## config.mk

```make
export PLATFORM = sky130hd
export DESIGN_NAME = mem_arbiter_2p
export DESIGN_NICKNAME = d
export VERILOG_FILES = /design/src/rtl/mem_arb_pkg.sv /design/src/rtl/rr_arb2.sv /design/src/rtl/mem_arbiter_2p.sv
export SDC_FILE = /design/constraint.sdc
export NUM_CORES = 1
export LEC_CHECK = 0
export ABC_CLOCK_PERIOD_IN_PS = 2600
export BUFFER_PORTS_ARGS = -buffer_cell sky130_fd_sc_hd__buf_2
export CELL_PAD_IN_SITES_DETAIL_PLACEMENT = 1
export CELL_PAD_IN_SITES_GLOBAL_PLACEMENT = 1
export CORE_ASPECT_RATIO = 0.75
export CORE_MARGIN = 2
export CORE_UTILIZATION = 37
export CTS_CLUSTER_SIZE = 28
export DETAILED_ROUTE_END_ITERATION = 10
export MAX_ROUTING_LAYER = met4
export PLACE_DENSITY_LB_ADDON = 0.15
export SLEW_MARGIN = 25
export SYNTH_ARGS = -nofsm -noshare
export SYNTH_HDL_FRONTEND = slang
export SYNTH_SLANG_ARGS = --single-unit
```

## constraint.sdc

```tcl
create_clock -name clk_i -period 2.6 [get_ports clk_i]
set_clock_uncertainty 0.05 [all_clocks]
set_input_delay 0.52 -clock clk_i [delete_from_list [all_inputs] [get_ports clk_i]]
set_output_delay 0.52 -clock clk_i [all_outputs]
set_load 0.05 [all_outputs]
```

## src/rtl/mem_arb_pkg.sv

```systemverilog
// Shared types and default sizing for the two-port memory arbiter.
package mem_arb_pkg;

  typedef enum logic [1:0] {
    StIdle  = 2'd0,
    StIssue = 2'd1,
    StWait  = 2'd2,
    StResp  = 2'd3
  } arb_state_e;

  localparam int unsigned DefWidth   = 16;
  localparam int unsigned DefDepth   = 64;
  localparam int unsigned DefTimeout = 8;
  // Wide enough for the largest legal timeout (255).
  localparam int unsigned CntWidth   = 8;

endpackage

```

## src/rtl/rr_arb2.sv

```systemverilog
// Two-way round-robin pick: a lone requester wins, a tie goes to the port that
// was not granted last.
module rr_arb2 (
  input  logic [1:0] req_i,
  input  logic       last_gnt_i,
  output logic       gnt_sel_o,
  output logic       gnt_any_o
);

  always_comb begin
    gnt_any_o = |req_i;
    gnt_sel_o = (req_i == 2'b11) ? ~last_gnt_i : req_i[1];
  end

endmodule

```

## src/rtl/mem_arbiter_2p.sv

```systemverilog
// Shares one valid/ready single-port memory between two masters, one access at a
// time, with a per-access timeout that completes the access with an error flag.
module mem_arbiter_2p
  import mem_arb_pkg::*;
#(
  parameter int unsigned WIDTH      = DefWidth,
  parameter int unsigned DEPTH      = DefDepth,
  parameter int unsigned ADDR_WIDTH = $clog2(DEPTH),
  parameter int unsigned TIMEOUT    = DefTimeout
) (
  input  logic                  clk_i,
  input  logic                  rst_i,
  input  logic                  s0_valid_i,
  input  logic [ADDR_WIDTH-1:0] s0_addr_i,
  input  logic [WIDTH-1:0]      s0_wdata_i,
  input  logic                  s0_wr_rd_en_i,
  output logic                  s0_ready_o,
  output logic [WIDTH-1:0]      s0_rdata_o,
  output logic                  s0_err_o,
  input  logic                  s1_valid_i,
  input  logic [ADDR_WIDTH-1:0] s1_addr_i,
  input  logic [WIDTH-1:0]      s1_wdata_i,
  input  logic                  s1_wr_rd_en_i,
  output logic                  s1_ready_o,
  output logic [WIDTH-1:0]      s1_rdata_o,
  output logic                  s1_err_o,
  output logic                  m_valid_o,
  output logic [ADDR_WIDTH-1:0] m_addr_o,
  output logic [WIDTH-1:0]      m_wdata_o,
  output logic                  m_wr_rd_en_o,
  input  logic                  m_ready_i,
  input  logic [WIDTH-1:0]      m_rdata_i
);

  arb_state_e            state_q, state_d;
  logic                  gnt_q, gnt_d;
  logic                  last_gnt_q, last_gnt_d;
  logic [CntWidth-1:0]   cnt_q, cnt_d;
  logic                  m_valid_q, m_valid_d;
  logic [ADDR_WIDTH-1:0] m_addr_q, m_addr_d;
  logic [WIDTH-1:0]      m_wdata_q, m_wdata_d;
  logic                  m_wr_q, m_wr_d;
  logic [1:0]            ready_q, ready_d;
  logic [1:0]            err_q, err_d;
  logic [WIDTH-1:0]      rdata_q [2];
  logic [WIDTH-1:0]      rdata_d [2];

  logic gnt_sel, gnt_any;

  rr_arb2 u_rr_arb2 (
    .req_i      ({s1_valid_i, s0_valid_i}),
    .last_gnt_i (last_gnt_q),
    .gnt_sel_o  (gnt_sel),
    .gnt_any_o  (gnt_any)
  );

  always_comb begin
    state_d    = state_q;
    gnt_d      = gnt_q;
    last_gnt_d = last_gnt_q;
    cnt_d      = cnt_q;
    m_valid_d  = m_valid_q;
    m_addr_d   = m_addr_q;
    m_wdata_d  = m_wdata_q;
    m_wr_d     = m_wr_q;
    ready_d    = ready_q;
    err_d      = err_q;
    rdata_d    = rdata_q;

    unique case (state_q)
      StIdle: begin
        if (gnt_any) begin
          gnt_d     = gnt_sel;
          m_valid_d = 1'b1;
          m_addr_d  = gnt_sel ? s1_addr_i     : s0_addr_i;
          m_wdata_d = gnt_sel ? s1_wdata_i    : s0_wdata_i;
          m_wr_d    = gnt_sel ? s1_wr_rd_en_i : s0_wr_rd_en_i;
          state_d   = StIssue;
        end
      end
      StIssue: begin
        m_valid_d = 1'b0;
        cnt_d     = '0;
        state_d   = StWait;
      end
      StWait: begin
        // A memory response in the timeout cycle still wins over the abort.
        if (m_ready_i) begin
          if (!m_wr_q) rdata_d[gnt_q] = m_rdata_i;
          ready_d[gnt_q] = 1'b1;
          err_d[gnt_q]   = 1'b0;
          state_d        = StResp;
        end else if (cnt_q == CntWidth'(TIMEOUT - 1)) begin
          ready_d[gnt_q] = 1'b1;
          err_d[gnt_q]   = 1'b1;
          state_d        = StResp;
        end else begin
          cnt_d = cnt_q + CntWidth'(1);
        end
      end
      StResp: begin
        ready_d    = '0;
        err_d      = '0;
        last_gnt_d = gnt_q;
        state_d    = StIdle;
      end
      default: state_d = StIdle;
    endcase
  end

  always_ff @(posedge clk_i) begin
    if (rst_i) begin
      state_q    <= StIdle;
      gnt_q      <= 1'b0;
      last_gnt_q <= 1'b1;
      cnt_q      <= '0;
      m_valid_q  <= 1'b0;
      m_addr_q   <= '0;
      m_wdata_q  <= '0;
      m_wr_q     <= 1'b0;
      ready_q    <= '0;
      err_q      <= '0;
      rdata_q[0] <= '0;
      rdata_q[1] <= '0;
    end else begin
      state_q    <= state_d;
      gnt_q      <= gnt_d;
      last_gnt_q <= last_gnt_d;
      cnt_q      <= cnt_d;
      m_valid_q  <= m_valid_d;
      m_addr_q   <= m_addr_d;
      m_wdata_q  <= m_wdata_d;
      m_wr_q     <= m_wr_d;
      ready_q    <= ready_d;
      err_q      <= err_d;
      rdata_q[0] <= rdata_d[0];
      rdata_q[1] <= rdata_d[1];
    end
  end

  assign s0_ready_o   = ready_q[0];
  assign s1_ready_o   = ready_q[1];
  assign s0_err_o     = err_q[0];
  assign s1_err_o     = err_q[1];
  assign s0_rdata_o   = rdata_q[0];
  assign s1_rdata_o   = rdata_q[1];
  assign m_valid_o    = m_valid_q;
  assign m_addr_o     = m_addr_q;
  assign m_wdata_o    = m_wdata_q;
  assign m_wr_rd_en_o = m_wr_q;

endmodule

```

==> results of run 1 <==
-- layout make-up --
type	count	area [um2]	area share, %
Multi-Input combinational cell	243	1450	37.2
Sequential cell	72	1440	36.9
Timing Repair Buffer	131	668	17.1
Clock buffer	11	141	3.62
Tap cell	105	131	3.36
Clock inverter	5	56.3	1.44
Inverter	4	15.0	0.384
-- cell usage after synthesis (2+ instances only) --
cell type and count:
nand2_1 68, a21boi_0 2, nor3_1 5, o211a_1 2
nor2_1 31, o31ai_1 3, o21a_1 3, buf_4 2
nor2b_1 4, dfxtp_1 72, buf_2 5, inv_1 4
nand3_1 7, ha_1 6, clkbuf_1 16, mux2i_1 24
or3_1 2, nand2b_1 2, a211oi_1 24, o21ai_0 7
a21oi_1 36
-- cell families after synthesis --
kind of cell / after synthesis
simple gates: 129
fa+ha+maj: 6
compound gates: 84
flops: 72
buf+inv: 27
mux: 24
-- flip-flops by register name, indices dropped and copies added, names as in the netlist --
| name | flops |
|---|---|
| ready_q | 2 |
| m_wdata_o | 16 |
| m_valid_o | 1 |
| s0_rdata_o | 16 |
| state_q | 2 |
| gnt_q | 1 |
| cnt_q | 8 |
| last_gnt_q | 1 |
| s1_rdata_o | 16 |
| m_addr_o | 6 |
| err_q | 2 |
| m_wr_rd_en_o | 1 |
-- critical path, stage by stage, from the launching register on --
cell,delay [ns]
dfxtp_1,0.35
inv_1,0.12
ha_1,0.36
nand4b_1,0.65
nand2_1,0.27
a21oi_1,0.09
-- power by group --
| group | total [mW] | internal, mW | switching, mW |
|---|---|---|---|
| logic | 1.58 | 0.406 | 1.17 |
| registers | 1.44 | 1.32 | 0.124 |
| clock network | 0.892 | 0.468 | 0.424 |
| total | 3.91 | 2.19 | 1.72 |
-- per-layer routing --
metal  up-vias  share of wire, %
met3        13               6.3
met2        79                45
met1      1313                47
met5         -                 0
met4         0               1.1
li1       1434                 -
-- worst min-delay path by stage --
stage,endpoint,cells past startpoint
finish,s0_rdata_o[9],3
global route,s0_rdata_o[6],3
floorplan,cnt_q[1],2
global placement,s0_rdata_o[1],2
detailed placement,s0_rdata_o[1],2
CTS,s0_rdata_o[9],3
-- metrics by stage --
step | area, um2 | util (%)
4_1_cts | 3910 | 49.5
6_report | 3910 | 49.5
5_1_grt | 3910 | 49.5
3_3_place_gp | 3710 | 47.0
2_1_floorplan | 3000 | -
3_5_place_dp | 3710 | 47.0
==> impl_metrics.csv, run 1 <==
group,metric,value,unit
global_route,grt_pass1_vias,2818,
layout,drive_above_1_share,33.3,%
worst_setup_path,start_kind,"flop",
floorplanning,initial_utilization,38.0,%
worst_setup_path,cp-startpoint,"state_q[0]",
sta,finalCritPeriodShare,77.2,%
clock_network,cts-buffers-inserted,9,
run_status,status,"completed",
drt,drt_iter0_markers,95,
sta,fin_ws,0.594,ns
layout,n_antenna_cell,0,
global_route,antenna_found_initial,0,
drt,drt_wl_total,8490,um
placed_design,dp_cells,555,
worst_setup_path,setup.worst_path.end_class,"flop",
worst_setup_path,worstReg2RegEnd,"s1_rdata_o[10]",
worst_setup_path,rr_startpoint,"state_q[0]",
yosys,yosys.area_share.simple,19.0,%
floorplanning,die_area,8840,um2
placed_design,port_buffers,126,
worst_hold_path,hp-start,"m_rdata_i[9]",
yosys,synth_area,3000,um2
power,max-vdd-ir-drop,0.449,mV
yosys,synth_edf_count,0,
sta,setup_viol_count_final,0,
worst_setup_path,cp.required,2.77,ns
yosys,synth_fa_ha_area_share,2.51,%
drt,wire_per_inst,14.9,um
drt,via_count,2839,
global_route,top_usage_layer,"met2",
power,p_total,3.91,mW
yosys,synth_cell_types,38,
sta,finalCriticalPeriod,2.01,ns
layout,nFillCells,973,
yosys,muxShareOfSynthArea,8.02,%
yosys,syn_nets,415,
drt,drcViolationCount,0,
floorplanning,die_x,108,um
yosys,syn_avg_cell_area,8.76,um2
power,p_per_area,1000,nW/um2
drt,detail_route.vias_per_cell,4.97,
worst_setup_path,crit_arrival,2.18,ns
global_route,grt_pass1_wl,13700,um
worst_setup_path,ff2ff_setup_slack,0.59,ns
yosys,synth_area_leaders,"dfxtp_1 48%, nand2_1 8.5%, mux2i_1 8.0%, a21oi_1 6.0%, a211oi_1 6.0%",
floorplanning,rows,28,
yosys,synth.top_cell.area_share,48.1,%
floorplanning,ioPinCount,127,
clock_network,cts-root-buf,"clkbuf_8",
floorplanning,core,7880,um2
global_route,overflow,0,
drt,drt-pass1-iter-count,4,
layout,final_common_cell,"buf_2",
placed_design,place_ws,0.604,ns
worst_hold_path,hp-class,"primary input to flop",
clock_network,clk_latency,0.34,ns
clock_network,cts_hold_buf,0,
yosys,synth_top_family_by_area,"simple AND/OR/NAND/NOR gates",
yosys,ys_ff_latch,72,
layout,synthToLayoutAreaGrowth,30.3,%
worst_setup_path,cp-endpoint,"s1_rdata_o[10]",
sta,hold_violations,0,
clock_network,clk_path_buf_depth,2,
worst_setup_path,rr_worst_depth,5,
yosys,synthXorXnorAreaFrac,0,%
layout,final_nets,534,
yosys,netlist_instances,342,
clock_network,htreeDepth,3,
global_route,grt_usage,20.7,%
run,max-cap-violations,0,
yosys,ys_seq_area_share,48.1,%
layout,final_cells,571,
sta,fmax,499,MHz
sta,slew_violations,0,
sta,tightest_slew,0.745,ns
drt,drtAntennaViolNets,0,
yosys,synth_ff_type,"dfxtp_1",
yosys,yosys_warnings,0,
sta,rsz0062_at_grt,"false",
global_route,met2_usage,33.6,%
floorplanning,die_y,81.9,um
yosys,async_reset_ff_share,0,%
clock_network,post_cts_buffers,0,
global_route,grt_use_met3,6.51,%
placed_design,hpwl,6370,um
layout,layout_common_cells,"126 x buf_2, 72 x dfxtp_1, 68 x nand2_1, 36 x a21oi_1, 31 x nor2_1",
clock_network,clock-sinks,72,
global_route,grt_max_degree,47,
worst_setup_path,timing.critical_path.fanout_max,16,
yosys,yosysTopAreaCell,"dfxtp_1",
placed_design,gp_congestion,0.791,
worst_setup_path,worstSetupPathType,"flop to flop",
power,p_leak,1.73,nW
yosys,synth_compound_area_share,18.6,%
global_route,met1_usage,25.0,%
sta,hold_ws,0.372,ns
clock_network,cts_resized,0,
clock_network,cts_tree,"yes",
sta,max_slew_margin,50.1,%
clock_network,cts.clk_slew.worst_paths,0.08,ns
sta,tns,0,ns
No activity file was read; power rests on OpenSTA's default activity.
==> run 2, diff against run 1 <==
Settings changed: ABC_CLOCK_PERIOD_IN_PS 2600 to 1650, CORE_UTILIZATION 37 to 31.
Clock period 2.6 ns to 1.65 ns, I/O delays scaled along.
==> impl_metrics.csv, run 2 (synthesized netlist as in run 1, its figures left out) <==
group,metric,value,unit
power,max-vdd-ir-drop,0.574,mV
clock_network,clk_path_buf_depth,2,
layout,design_area,4390,um2
drt,drtAntennaViolNets,0,
worst_setup_path,cpPeakStageDelay,0.40,ns
layout,final_cells,616,
worst_hold_path,hp-class,"primary input to flop",
clock_network,clk_latency,0.32,ns
worst_setup_path,crit_chain,"or3_4 > o41ai_4 > buf_4 > buf_6 > o41ai_4",
clock_network,cts_tree,"yes",
sta,tightest_slew,0.349,ns
worst_setup_path,cp.required,1.79,ns
clock_network,cts_hold_buf,0,
floorplanning,ioPinCount,127,
sta,slew_violations,0,
layout,n_antenna_cell,0,
sta,finalCritPeriodShare,103,%
floorplanning,initial_utilization,31.4,%
global_route,antenna_found_initial,0,
drt,drt_iter0_markers,146,
global_route,grt_usage,17.3,%
drt,drt_wl_total,9140,um
global_route,grt_pass1_vias,2855,
global_route,grt_use_met3,6.44,%
global_route,met1_usage,20.1,%
placed_design,gp_congestion,0.810,
worst_setup_path,cp_slowest_cell,"or3_4",
worst_setup_path,setup.worst_path.end_class,"flop",
power,p_per_area,1620,nW/um2
floorplanning,core,9540,um2
sta,fin_ws,-0.0442,ns
clock_network,cts-root-buf,"clkbuf_16",
floorplanning,die_x,118,um
worst_setup_path,rr_startpoint,"cnt_q[3]",
run,max-cap-violations,0,
floorplanning,die_area,10500,um2
sta,tns,-0.0581,ns
worst_setup_path,crit_top_cell,"o41ai_4",
worst_setup_path,start_kind,"flop",
global_route,top_usage_layer,"met2",
sta,max_slew_margin,76.7,%
placed_design,port_buffers,126,
layout,synthToLayoutAreaGrowth,46.6,%
worst_setup_path,worstSetupPathType,"flop to flop",
worst_hold_path,hp-start,"m_rdata_i[9]",
run_status,violations,"negative setup slack",
layout,final_nets,553,
sta,setup_viol_count_final,4,
global_route,grt_max_degree,69,
worst_setup_path,crit_arrival,1.83,ns
drt,wire_per_inst,14.8,um
global_route,grt_pass1_wl,13800,um
drt,via_count,2903,
layout,nFillCells,1173,
clock_network,cts-buffers-inserted,9,
drt,drcViolationCount,0,
power,p_leak,1.93,nW
placed_design,hpwl,6400,um
sta,fmax,590,MHz
sta,rsz0062_at_grt,"true",
global_route,overflow,0,
layout,layout_common_cells,"126 x buf_2, 68 x nand2_1, 68 x dfxtp_1, 33 x a21oi_1, 30 x nor2_1",
worst_setup_path,timing.critical_path.fanout_max,6,
clock_network,htreeDepth,3,
drt,detail_route.vias_per_cell,4.71,
clock_network,clock-sinks,72,
layout,drive_above_1_share,40.5,%
placed_design,place_area,3890,um2
global_route,met2_usage,28.4,%
sta,finalCriticalPeriod,1.69,ns
worst_setup_path,cp-startpoint,"cnt_q[3]",
floorplanning,rows,31,
sta,hold_violations,0,
drt,drt-pass1-iter-count,4,
placed_design,dp_cells,595,
run_status,status,"complete, but fails checks",
clock_network,cts.clk_slew.worst_paths,0.06,ns
floorplanning,die_y,89.1,um
layout,final_common_cell,"buf_2",
[run 2: cell types whose count changed in the layout (fill, tap and decap cells not counted), moves of 2 or more]
cell and change:
nand3_2 +2, clkbuf_8 -10, buf_4 +13, clkbuf_16 +10, a21oi_2 +2, o21ai_0 -2, ha_1 -3, buf_12 +4
nand3_1 -2, o21ai_2 +2, a21oi_1 -3, dfxtp_1 -4, ha_2 +2, dfxtp_2 +4
[run 2: final cells by class]
type / count / area (um2) / share of cell area [%]
multi-input cells: 243 / 1570 / 35.8
well taps: 132 / 165 / 3.76
repair buffers: 150 / 882 / 20.1
clock inverters: 6 / 85.1 / 1.94
inverters: 4 / 15.0 / 0.342
clock buffers: 9 / 225 / 5.13
flip-flops and latches: 72 / 1450 / 32.9
[run 2: stage by stage]
step | power, mW | setup WS (ns) | hold WS [ns] | util, %
6_report | 7.13 | -0.0442 | 0.198 | 46.0
5_1_grt | 7.53 | -0.0954 | 0.191 | 46.0
4_1_cts | 7.01 | 0.000536 | 0.191 | 44.4
3_5_place_dp | 4.93 | -0.0922 | 0.396 | 40.8
3_3_place_gp | 4.87 | 0.00672 | 0.390 | 40.8
2_1_floorplan | 4.17 | 0.0281 | 0.416 | -
[run 2: path summary, 6_finish.rpt]
| kind | endpoint | slack (ns) | depth (start not counted) |
|---|---|---|---|
| max | cnt_q[7] | -0.04 | 5 |
| min | s1_rdata_o[9] | 0.20 | 3 |
| max reg2reg | cnt_q[7] | -0.04 | 5 |
| min reg2reg | s1_rdata_o[0] | 0.40 | 2 |
[run 2: critical path: cells and delay by family, from the launching register on]
kind / cells / cell delay (ns)
compound gates: 2 / 0.45
buf+inv: 2 / 0.34
flops: 1 / 0.33
simple gates: 1 / 0.40
[run 2: layer usage]
| metal | up-vias | share of wire [%] | routed length (um) |
|---|---|---|---|
| met5 | - | 0 | 0 |
| met4 | 0 | 1.3 | 121 |
| met3 | 10 | 6.2 | 562 |
| met2 | 81 | 47 | 4280 |
| met1 | 1353 | 46 | 4170 |
| li1 | 1459 | - | - |
[run 2: repair_timing]
action                     4_1_cts  5_1_grt
setup buffers                    0        6
gates resized for setup         11       23
setup endpoints to repair       26       52
pin swaps                        0       11
cloned                           0        1
[run 2: power breakdown]
group / internal (mW) / switching [mW] / total, mW / leakage (nW)
clock network: 1.31 / 0.714 / 2.02 / 0.147
logic: 0.887 / 1.95 / 2.84 / 1.19
registers: 2.08 / 0.194 / 2.27 / 0.589
total: 4.27 / 2.86 / 7.13 / 1.93
==> run 3, diff against run 2 <==
Settings changed: SKIP_LAST_GASP set to 1.
==> impl_metrics.csv, run 3 (synthesized netlist as in run 1, its figures left out) <==
group,metric,value,unit
worst_setup_path,cp_slowest_cell,"or3_4",
global_route,grt_usage,17.3,%
run_status,status,"complete, but fails checks",
layout,layout_common_cells,"126 x buf_2, 68 x nand2_1, 68 x dfxtp_1, 33 x a21oi_1, 30 x nor2_1",
clock_network,cts-buffers-inserted,9,
power,max-vdd-ir-drop,0.571,mV
sta,slew_violations,0,
drt,detail_route.vias_per_cell,4.68,
floorplanning,rows,31,
sta,hold_violations,0,
floorplanning,die_x,118,um
layout,final_common_cell,"buf_2",
drt,via_count,2881,
placed_design,gp_congestion,0.810,
layout,design_area,4330,um2
worst_setup_path,timing.critical_path.fanout_max,4,
power,p_total,7.02,mW
floorplanning,die_y,89.1,um
clock_network,cts_tree,"yes",
floorplanning,die_area,10500,um2
layout,synthToLayoutAreaGrowth,44.6,%
worst_setup_path,crit_chain,"buf_4 > nand3_2 > or3_4 > o211ai_1 > o41ai_4",
sta,finalCriticalPeriod,1.72,ns
worst_hold_path,hp-class,"primary input to flop",
clock_network,clk_latency,0.32,ns
power,p_leak,1.91,nW
sta,max_slew_margin,76.5,%
floorplanning,core,9540,um2
power,p_per_area,1620,nW/um2
worst_setup_path,worstSetupPathType,"flop to flop",
global_route,grt_pass1_wl,13800,um
layout,drive_above_1_share,40.2,%
worst_setup_path,start_kind,"flop",
drt,drt_iter0_markers,141,
drt,drcViolationCount,0,
clock_network,clock-sinks,72,
worst_setup_path,crit_arrival,1.86,ns
sta,fmax,581,MHz
drt,wire_per_inst,14.6,um
drt,drt-pass1-iter-count,4,
placed_design,dp_cells,595,
worst_hold_path,min_path_cells,3,
layout,final_nets,552,
clock_network,clk_path_buf_depth,2,
sta,finalCritPeriodShare,104,%
worst_setup_path,cp-startpoint,"cnt_q[0]",
sta,setup_viol_count_final,5,
worst_setup_path,setup.worst_path.end_class,"flop",
floorplanning,initial_utilization,31.4,%
worst_setup_path,cpPeakStageDelay,0.43,ns
layout,n_antenna_cell,0,
global_route,grt_pass1_vias,2855,
global_route,grt_max_degree,69,
drt,drtAntennaViolNets,0,
global_route,antenna_found_initial,0,
placed_design,port_buffers,126,
worst_hold_path,hp-start,"m_rdata_i[9]",
worst_setup_path,rr_startpoint,"cnt_q[0]",
sta,tightest_slew,0.351,ns
placed_design,place_area,3890,um2
sta,fin_ws,-0.0708,ns
worst_setup_path,rr_worst_depth,5,
run,max-cap-violations,0,
drt,drt_wl_total,8950,um
sta,tns,-0.0998,ns
floorplanning,ioPinCount,127,
clock_network,cts-root-buf,"clkbuf_16",
worst_setup_path,cp.required,1.79,ns
clock_network,cts.clk_slew.worst_paths,0.06,ns
run_status,violations,"negative setup slack",
clock_network,cts_hold_buf,0,
global_route,overflow,0,
placed_design,hpwl,6400,um
layout,final_cells,615,
clock_network,htreeDepth,3,
sta,rsz0062_at_grt,"true",
[run 3: critical path: cells and delay by family, from the launching register on]
family	cells	cell delay [ns]
AND/OR/NAND/NOR	2	0.55
AO/OA/AOI/OAI	2	0.50
buffers and inverters	1	0.14
flip-flops	1	0.35
[run 3: cell type report]
class                      count  area (um2)
fill                        1177        5210
multi-input combinational    243        1540
sequential                    72        1450
timing repair buffer         149         857
clock buffer                   9         225
tap                          132         165
clock inverter                 6        85.1
inverter                       4        15.0
[run 3: repair_timing]
action,4_1_cts,5_1_grt
cloned,0,0
gates resized for setup,9,20
buffers inserted,0,6
setup endpoints to repair,26,54
pin swaps,0,10
[run 3: path summary, 6_finish.rpt]
| path | slack (ns) | endpoint |
|---|---|---|
| max | -0.07 | cnt_q[7] |
| min | 0.20 | s1_rdata_o[9] |
| min reg2reg | 0.40 | s1_rdata_o[0] |
| max reg2reg | -0.07 | cnt_q[7] |
[run 3: per-layer routing]
layer  vias up  share of wire (%)  routed length [um]  global-route usage, %
li1       1461                  -                   -                      -
met1      1336                 46                4080                   20.1
met2        76                 47                4220                   28.4
met3         8                6.2                 558                   6.44
met4         0                1.0                  91                   5.26
met5         -                  0                   0                      -
[run 3: power breakdown]
| part | switching, mW | internal [mW] |
|---|---|---|
| clock | 0.717 | 1.31 |
| sequential | 0.191 | 2.08 |
| combinational | 1.91 | 0.812 |
| total | 2.82 | 4.20 |
[run 3: metrics by stage]
stage | hold WS, ns | util (%) | worst slack, ns
2_1_floorplan | 0.416 | - | 0.0281
3_3_place_gp | 0.390 | 40.8 | 0.00672
3_5_place_dp | 0.396 | 40.8 | -0.0922
4_1_cts | 0.191 | 44.3 | -0.0105
5_1_grt | 0.191 | 45.4 | -0.0959
6_report | 0.197 | 45.4 | -0.0708
